### src/rtl/mem_burst_arbiter.sv
// Shares one system-memory burst port between the I-fetch refill and D-side refill/writeback paths.
// Define ARB_RR_EN to alternate grants on simultaneous requests; otherwise the D side wins ties.
module mem_burst_arbiter #(
  parameter int ADDR_WIDTH      = 32,
  parameter int DATA_WIDTH      = 32,
  parameter int READ_BURST_LEN  = 8,
  parameter int WRITE_BURST_LEN = 8
) (
  input  logic                  sys_clk,
  input  logic                  sys_rst_n,
  input  logic                  i_req,
  input  logic [ADDR_WIDTH-1:0] i_addr,
  output logic                  i_gnt,
  output logic                  i_rvalid,
  output logic                  i_rlast,
  output logic [DATA_WIDTH-1:0] i_rdata,
  input  logic                  d_req,
  input  logic                  d_we,
  input  logic [ADDR_WIDTH-1:0] d_addr,
  output logic                  d_gnt,
  output logic                  d_rvalid,
  output logic                  d_rlast,
  output logic [DATA_WIDTH-1:0] d_rdata,
  input  logic                  d_wvalid,
  input  logic [DATA_WIDTH-1:0] d_wdata,
  output logic                  d_wready,
  output logic                  d_wdone,
  output logic                  m_req,
  output logic                  m_we,
  output logic [ADDR_WIDTH-1:0] m_addr,
  input  logic                  m_ack,
  input  logic                  m_rvalid,
  input  logic [DATA_WIDTH-1:0] m_rdata,
  output logic                  m_wvalid,
  output logic [DATA_WIDTH-1:0] m_wdata,
  output logic                  m_wlast,
  input  logic                  m_wready,
  output logic                  proto_err
);

  // state  | meaning
  // IDLE   | no burst in flight, arbitrating requests
  // CMD    | command presented on m_req, waiting for m_ack
  // RBURST | forwarding read beats to the owner
  // WBURST | passing D-side write beats to memory
  typedef enum logic [1:0] {IDLE, CMD, RBURST, WBURST} state_e;

  localparam int MAX_LEN = (READ_BURST_LEN > WRITE_BURST_LEN) ? READ_BURST_LEN : WRITE_BURST_LEN;
  localparam int CNT_W   = $clog2(MAX_LEN);
  localparam logic [CNT_W-1:0] R_LAST = CNT_W'(READ_BURST_LEN - 1);
  localparam logic [CNT_W-1:0] W_LAST = CNT_W'(WRITE_BURST_LEN - 1);

  state_e                state_q, state_d;
  logic                  owner_q, owner_d;   // 1 = D side owns the burst
  logic [ADDR_WIDTH-1:0] addr_q, addr_d;
  logic                  we_q, we_d;
  logic [CNT_W-1:0]      cnt_q, cnt_d;
  logic                  i_gnt_q, i_gnt_d;
  logic                  d_gnt_q, d_gnt_d;
  logic                  wdone_q, wdone_d;
  logic                  perr_q, perr_d;
  logic                  d_win;
`ifdef ARB_RR_EN
  logic                  last_d_q, last_d_d;
`endif

  always_comb begin
    state_d = state_q;
    owner_d = owner_q;
    addr_d  = addr_q;
    we_d    = we_q;
    cnt_d   = cnt_q;
    i_gnt_d = 1'b0;
    d_gnt_d = 1'b0;
    wdone_d = 1'b0;
    perr_d  = perr_q | (m_rvalid && state_q != RBURST) | (m_ack && state_q != CMD);
`ifdef ARB_RR_EN
    last_d_d = last_d_q;
    d_win    = d_req & (~i_req | ~last_d_q);
`else
    d_win    = d_req;
`endif
    case (state_q)
      IDLE: begin
        if (i_req || d_req) begin
          state_d = CMD;
          owner_d = d_win;
          addr_d  = d_win ? d_addr : i_addr;
          we_d    = d_win & d_we;
`ifdef ARB_RR_EN
          last_d_d = d_win;
`endif
        end
      end
      CMD: begin
        if (m_ack) begin
          cnt_d   = '0;
          state_d = we_q ? WBURST : RBURST;
          i_gnt_d = ~owner_q;
          d_gnt_d = owner_q;
        end
      end
      RBURST: begin
        if (m_rvalid) begin
          cnt_d = cnt_q + CNT_W'(1);
          if (cnt_q == R_LAST) state_d = IDLE;
        end
      end
      WBURST: begin
        if (d_wvalid && m_wready) begin
          cnt_d = cnt_q + CNT_W'(1);
          if (cnt_q == W_LAST) begin
            state_d = IDLE;
            wdone_d = 1'b1;
          end
        end
      end
      default: state_d = IDLE;
    endcase
  end

  always_ff @(posedge sys_clk) begin
    if (!sys_rst_n) begin
      state_q  <= IDLE;
      owner_q  <= 1'b0;
      addr_q   <= '0;
      we_q     <= 1'b0;
      cnt_q    <= '0;
      i_gnt_q  <= 1'b0;
      d_gnt_q  <= 1'b0;
      wdone_q  <= 1'b0;
      perr_q   <= 1'b0;
`ifdef ARB_RR_EN
      last_d_q <= 1'b0;
`endif
    end else begin
      state_q  <= state_d;
      owner_q  <= owner_d;
      addr_q   <= addr_d;
      we_q     <= we_d;
      cnt_q    <= cnt_d;
      i_gnt_q  <= i_gnt_d;
      d_gnt_q  <= d_gnt_d;
      wdone_q  <= wdone_d;
      perr_q   <= perr_d;
`ifdef ARB_RR_EN
      last_d_q <= last_d_d;
`endif
    end
  end

  logic rd_i, rd_d, wr;
  assign rd_i = (state_q == RBURST) && !owner_q;
  assign rd_d = (state_q == RBURST) && owner_q;
  assign wr   = (state_q == WBURST);

  assign m_req     = (state_q == CMD);
  assign m_we      = we_q;
  assign m_addr    = addr_q;
  assign i_gnt     = i_gnt_q;
  assign d_gnt     = d_gnt_q;
  assign d_wdone   = wdone_q;
  assign proto_err = perr_q;

  // Read data is forwarded in the same cycle it arrives from memory.
  assign i_rvalid = rd_i & m_rvalid;
  assign i_rlast  = i_rvalid & (cnt_q == R_LAST);
  assign i_rdata  = rd_i ? m_rdata : '0;
  assign d_rvalid = rd_d & m_rvalid;
  assign d_rlast  = d_rvalid & (cnt_q == R_LAST);
  assign d_rdata  = rd_d ? m_rdata : '0;

  assign m_wvalid = wr & d_wvalid;
  assign m_wdata  = wr ? d_wdata : '0;
  assign d_wready = wr & m_wready;
  assign m_wlast  = wr & (cnt_q == W_LAST);

endmodule

### config.mk
export PLATFORM = sky130hd
export DESIGN_NAME = mem_burst_arbiter
export DESIGN_NICKNAME = d
export VERILOG_FILES = /design/src/rtl/mem_burst_arbiter.sv
export SDC_FILE = /design/constraint.sdc
export NUM_CORES = 1
export LEC_CHECK = 0
export ABC_AREA = 1
export ABC_CLOCK_PERIOD_IN_PS = 3000
export CORE_AREA = 2 2 108 110
export DETAILED_ROUTE_END_ITERATION = 12
export DIE_AREA = 0 0 110 112
export PLACE_DENSITY = 0.68
export RECOVER_POWER = 100
export REMOVE_ABC_BUFFERS = 1
export SLEW_MARGIN = 25
export SYNTH_ARGS = -nofsm -noshare
export SYNTH_HDL_FRONTEND = slang
export SYNTH_SLANG_ARGS = --single-unit
### constraint.sdc
create_clock -name sys_clk -period 3 [get_ports sys_clk]
set_input_delay 0.45 -clock sys_clk [delete_from_list [all_inputs] [get_ports sys_clk]]
set_output_delay 0.45 -clock sys_clk [all_outputs]
set_load 0.05 [all_outputs]
==> out/metrics.csv, run 1 <==
metric,value,unit
switching_power,2.00,mW
placedCellCount,833,
cts_made_buffers,5,
crit_chain,nand2_4 > nor2_1 > dlygate4sd3_1,
outcome,completed,
fmax,361,MHz
timing.clock.skew,2.29,ps
first_global_vias,3620,
dieArea,12300,µm²
worst_path_largest_cell_delay,890,ps
grt_remaining_overflow,0,
layout.core_utilization,0.465,
irDropWorstVdd,0.000488,V
design.final.nets,836,
viasPerCell,4.43,
grt-busiest-layer,met2,
remaining_drcs,0,
syn_inst,434,
cts_root_buffer,sky130_fd_sc_hd__clkbuf_16,
area_growth,102,%
core,11200,µm²
ys_top_cells_by_area,"sky130_fd_sc_hd__dfxtp_1, sky130_fd_sc_hd__nor2_1, sky130_fd_sc_hd__nand2_1",
placement.cell_area,6120,µm²
asyncSetResetFlopFracSynth,0,
maximum_number_of_pins_on_one_net_before_global_route_repair,50,
worstHoldPathType,flop to flop,
cts_max_level,2,
cp_max_fo,37,
path_class,flop to primary output,
start_util,0.230,
power.clock.fraction,0.156,
rsz_0062_raised_after_global_routing,false,
grt_use_total,0.183,
timing.slew.headroom,0.143,
groute.layer.met2.usage,0.326,
gr-usage-met1,0.189,
cts.reportedPaths.clkPinSlew,60,ps
worst-slew-pin-transition,1290,ps
hold_viol,0,
required,2550,ps
share_seq_of_total_power,0.225,
clock_sinks,43,
synth_seq_cells,43,
std_cell_rows,39,
design.portCount,278,
drt-initial-drc-count,191,
ant_nets,0,
report.final.slew_viol_count,0,
grt_pass1_wl,17700,µm
synthesized_area,2570,µm²
netlist.area_leader.share,0.335,
cts_max_path_buffers,2,
stdcell_area,5200,µm²
fin_crit_sh,0.924,
start_kind,flop,
cts_tree,yes,
finalHoldWorstSlack,466,ps
die-width,110,µm
antenna_found_initial,1,
power.combinational.fraction,0.618,
setup_viol_count_final,0,
detail_route.first_pass.iterations,4,
die_y,112,µm
drive_gt1_frac,0.0287,
synth-seq-area-share,0.335,
cts_setup_buffers,0,
met3_usage,0.0779,
cts.hold.buffers_added,0,
powerDensity,730,nW/µm²
crit_path_top_delay_cell,sky130_fd_sc_hd__dlygate4sd3_1,
cap_viol_max_count,0,
synthDistinctLibCells,24,
swShare,0.527,
finalCriticalPeriod,2770,ps
dp_hpwl,9740,µm
insertedDiodeCount,0,
ys_dominant_reg_cell,sky130_fd_sc_hd__dfxtp_1,
synth.avg_cell_area,5.92,µm²
place.port_buffers,277,
routed_wirelength,12200,µm
cellInternalPower,1.80,mW
layoutNonFillerInstCount,840,
synth_enable_flop_cells,0,
worst_skew_pair.late_latency,280,ps
critPathCaptureType,primary output,
post_cts_resized,0,
static-leakage-power,2.54,nW
vias,3718,
avgRoutedWirePerCell,14.5,µm
netlist.top_cell.by_area,sky130_fd_sc_hd__dfxtp_1,
yosys_warn_count,0,
gp_congestion,0.861,
arrival,2320,ps
setup-tns-final,0,ps
-- power by group through the flow --
stage                     clock [mW]  combinational (mW)  sequential (mW)
after global routing           0.638                2.50            0.878
after global placement             0                2.77            0.869
after CTS                      0.604                2.81            0.869
after detailed placement           0                2.81            0.877
final                          0.594                2.35            0.856
after floorplan                    0                1.07             1.38
-- area by class of cell --
| type | count | area [µm²] |
|---|---|---|
| Fill cell | 1149 | 5970 |
| Timing Repair Buffer | 283 | 2440 |
| Tap cell | 143 | 179 |
| Clock buffer | 6 | 129 |
| Clock inverter | 1 | 30.0 |
| Sequential cell | 43 | 861 |
| Inverter | 82 | 308 |
| Multi-Input combinational cell | 282 | 1250 |
-- sequential cells by signal, indices dropped and copies added, names as in the netlist --
| register | flops |
|---|---|
| cnt_q | 3 |
| state_q | 2 |
| m_we | 1 |
| proto_err | 1 |
| m_addr | 32 |
| i_gnt | 1 |
| d_gnt | 1 |
| owner_q | 1 |
| d_wdone | 1 |
-- final timing paths --
| path | start | endpoint | slack, ps | cells after the start |
|---|---|---|---|---|
| hold reg to reg | cnt_q[1] | cnt_q[1] | 470 | 2 |
| setup / recovery | state_q[1] | m_wdata[0] | 230 | 3 |
| setup reg to reg | state_q[1] | m_addr[29] | 710 | 6 |
| hold / removal | cnt_q[1] | cnt_q[1] | 470 | 2 |
-- cells in the final DEF (no fill, tap or decap), types with 4 or more instances in the layout --
| master | n |
|---|---|
| sky130_fd_sc_hd__a21oi_1 | 8 |
| sky130_fd_sc_hd__a31oi_1 | 32 |
| sky130_fd_sc_hd__buf_12 | 4 |
| sky130_fd_sc_hd__clkbuf_1 | 67 |
| sky130_fd_sc_hd__clkbuf_16 | 5 |
| sky130_fd_sc_hd__clkdlybuf4s50_1 | 134 |
| sky130_fd_sc_hd__dfxtp_1 | 43 |
| sky130_fd_sc_hd__dlygate4sd3_1 | 75 |
| sky130_fd_sc_hd__inv_1 | 77 |
| sky130_fd_sc_hd__inv_2 | 4 |
| sky130_fd_sc_hd__nand2_1 | 83 |
| sky130_fd_sc_hd__nand3_1 | 6 |
| sky130_fd_sc_hd__nor2_1 | 108 |
| sky130_fd_sc_hd__nor3_1 | 4 |
| sky130_fd_sc_hd__o21ai_0 | 32 |
-- cells by family (layout without fill, tap and decap cells) --
family          after synthesis  count (layout)  synth area share
buf+inv                     109             372             0.175
fa+ha+maj                     2               2           0.00974
flops                        43              43             0.335
simple gates                204             204             0.314
compound gates               76              76             0.167
-- cells in the mapped netlist (2+ instances only) --
cell / count
sky130_fd_sc_hd__clkbuf_1: 12
sky130_fd_sc_hd__buf_6: 3
sky130_fd_sc_hd__inv_1: 77
sky130_fd_sc_hd__o21ai_1: 29
sky130_fd_sc_hd__nand3_1: 6
sky130_fd_sc_hd__ha_1: 2
sky130_fd_sc_hd__a31oi_1: 32
sky130_fd_sc_hd__a21oi_1: 8
sky130_fd_sc_hd__nand2_1: 83
sky130_fd_sc_hd__buf_2: 11
sky130_fd_sc_hd__nor3_1: 4
sky130_fd_sc_hd__inv_2: 4
sky130_fd_sc_hd__dfxtp_1: 43
sky130_fd_sc_hd__nor2_4: 2
sky130_fd_sc_hd__o21ai_0: 4
sky130_fd_sc_hd__nor2_1: 106
-- stage by stage --
stage,total power [mW],setup slack [ps]
finish,3.80,229
global route,4.01,97.0
CTS,4.29,283
detailed placement,3.68,594
global placement,3.64,633
floorplan,2.45,58.2
-- critical path, delay by kind of cell, from the launching register on --
kind | cells | cell delay (ps)
buf+inv | 1 | 890
flops | 1 | 620
simple gates | 2 | 520
-- layer usage --
layer / share of wire / wire, µm
met2: 0.47 / 5730
met3: 0.12 / 1500
met1: 0.38 / 4640
met5: 0.00090 / 11
met4: 0.023 / 279
Power figures use the tool's default switching activity.
==> run 2: changes to the inputs <==
ABC_CLOCK_PERIOD_IN_PS = 3040   (was 3000)
CORE_AREA = unset   (was 2 2 108 110)
CORE_ASPECT_RATIO = 1.4   (was unset)
CORE_MARGIN = 10   (was unset)
CORE_UTILIZATION = 29   (was unset)
DIE_AREA = unset   (was 0 0 110 112)
PLACE_DENSITY = 0.83   (was 0.68)
TNS_END_PERCENT = 1   (was unset)
clock period = 3.04 ns   (was 3 ns; I/O delays follow)
==> run 2 against run 1 <==
Effect of this change:
- clock-buffer cell count unchanged
- core utilization up 15 points
- clock skew up 1.3 ps
- total power up 1.3%
- worst hold slack better by 8.7 ps
- non-clock buffer count unchanged
==> out/metrics.csv, run 2 (same netlist as run 1, synthesis figures left out) <==
metric,value,unit,change
outcome,completed,,unchanged
switching_power,2.01,mW,was 2.00 mW
std_cell_rows,40,,was 39
cp_max_fo,26,,was 37
die-width,99.6,µm,was 110 µm
start_util,0.299,,was 0.230
die_y,131,µm,was 112 µm
ant_nets,0,,unchanged
clock_sinks,43,,unchanged
cpLargestDelayFamily,buffers and inverters,,unchanged
avgRoutedWirePerCell,18.5,µm,was 14.5 µm
finalHoldWorstSlack,475,ps,was 466 ps
worst_skew_pair.late_latency,290,ps,was 280 ps
buffer_and_inverter_count_on_the_worst_path,2,,was 1
crit_chain,nand3_1 > clkbuf_2 > nor2_1 > dlymetal6s2s_1,,was nand2_4 > nor2_1 > dlygate4sd3_1
worst-slew-pin-transition,1030,ps,was 1290 ps
core,8610,µm²,was 11200 µm²
irDropWorstVdd,0.000441,V,was 0.000488 V
finalCriticalPeriod,2800,ps,
rrSetupSlack,970,ps,was 710 ps
power.clock.fraction,0.164,,was 0.156
powerDensity,727,nW/µm²,was 730 nW/µm²
design.final.nets,836,,unchanged
vias,3753,,was 3718
cts_max_path_buffers,2,,unchanged
remaining_drcs,0,,unchanged
critPathCaptureType,primary output,,unchanged
maximum_number_of_pins_on_one_net_before_global_route_repair,66,,was 50
grt_use_total,0.211,,was 0.183
hold_viol,0,,unchanged
swShare,0.524,,was 0.527
largest_reg_flops,32,,unchanged
required,2580,ps,was 2550 ps
path_class,flop to primary output,,unchanged
cts_tree,yes,,unchanged
first_global_vias,3886,,was 3620
timing.slew.headroom,0.312,,was 0.143
design.portCount,278,,unchanged
worst_path_largest_cell_delay,620,ps,was 890 ps
setup-tns-final,0,ps,unchanged
antenna_found_initial,1,,unchanged
gp_congestion,0.861,,about the same
dp_hpwl,12600,µm,was 9740 µm
cellInternalPower,1.83,mW,was 1.80 mW
arrival,2340,ps,was 2320 ps
start_kind,flop,,unchanged
rsz_0062_raised_after_global_routing,false,,unchanged
routed_wirelength,14900,µm,was 12200 µm
fin_crit_sh,0.920,,
report.final.slew_viol_count,0,,unchanged
post_cts_resized,0,,unchanged
detail_route.first_pass.iterations,4,,unchanged
drive_gt1_frac,0.0544,,was 0.0287
cts.hold.buffers_added,0,,unchanged
drt-initial-drc-count,208,,was 191
power.combinational.fraction,0.617,,was 0.618
cts_setup_buffers,0,,unchanged
grt_pass1_wl,22000,µm,was 17700 µm
grt_remaining_overflow,0,,unchanged
layout_commonest_cell,sky130_fd_sc_hd__clkdlybuf4s50_1,,unchanged
timing.clock.skew,3.60,ps,was 2.29 ps
total_power,3.85,mW,was 3.80 mW
place.port_buffers,277,,unchanged
share_seq_of_total_power,0.219,,was 0.225
cts_root_buffer,sky130_fd_sc_hd__clkbuf_16,,unchanged
insertedDiodeCount,0,,unchanged
worstHoldPathType,flop to flop,,unchanged
dieArea,13100,µm²,was 12300 µm²
viasPerCell,4.67,,was 4.43
static-leakage-power,2.78,nW,was 2.54 nW
cts_made_buffers,5,,unchanged
cts.reportedPaths.clkPinSlew,60,ps,about the same
setup_viol_count_final,0,,unchanged
cts_max_level,2,,unchanged
area_growth,106,%,was 102%
fmax,358,MHz,
final_cell_mix,"sky130_fd_sc_hd__clkdlybuf4s50_1, sky130_fd_sc_hd__nor2_1, sky130_fd_sc_hd__nand2_1",,unchanged
cap_viol_max_count,0,,unchanged
crit_path_top_delay_cell,sky130_fd_sc_hd__dfxtp_1,,was sky130_fd_sc_hd__dlygate4sd3_1
-- run 2: cell types whose count changed in the layout (fill, tap and decap cells not counted), sizes merged --
cell          change
clkbuf           -12
dlymetal6s2s      +8
buf               +4
clkinv            +1
-- run 2: power by group through the flow --
stage / clock network (mW) / registers, mW / logic (mW)
4_1_cts: 0.639 / 0.856 / 2.71
2_1_floorplan: 0 / 1.36 / 1.05
3_5_place_dp: 0 / 0.864 / 2.70
3_3_place_gp: 0 / 0.856 / 2.67
6_report: 0.632 / 0.843 / 2.37
5_1_grt: 0.660 / 0.865 / 2.51
-- run 2: stage by stage --
step,util,setup WS [ps],cells,area (µm²)
5_1_grt,0.615,99.7,803,5290
4_1_cts,0.698,332,803,6010
2_1_floorplan,-,92.2,407,2430
3_5_place_dp,0.678,641,795,5830
3_3_place_gp,0.678,650,795,5830
6_report,0.615,244,803,5290
-- run 2: final cells by class --
class                   instances  area [µm²]
inverters                      82         308
well taps                     105         131
fillers                       782        3320
multi-input cells             282        1260
flip-flops and latches         43         861
clock inverters                 2        35.0
repair buffers                283        2560
clock buffers                   6         139
-- run 2: worst reg2reg max path: cells and delay by family, from the launching register on --
| kind | cells | cell delay (ps) |
|---|---|---|
| buf+inv | 2 | 660 |
| flops | 1 | 620 |
| compound gates | 2 | 510 |
| simple gates | 2 | 120 |
-- run 2: worst paths after layout --
check | startpoint | endpoint | depth (start not counted)
min | proto_err | proto_err | 2
min reg2reg | proto_err | proto_err | 2
max | state_q[1] | i_rdata[24] | 4
max reg2reg | state_q[1] | m_addr[8] | 6
-- run 2: routing by layer --
layer  vias up  share of wire  GRT usage
li1       1851              -          -
met1      1652           0.38      0.211
met2       230           0.48      0.369
met3        20           0.11      0.101
met4         0          0.022     0.0687
met5         -              0          0
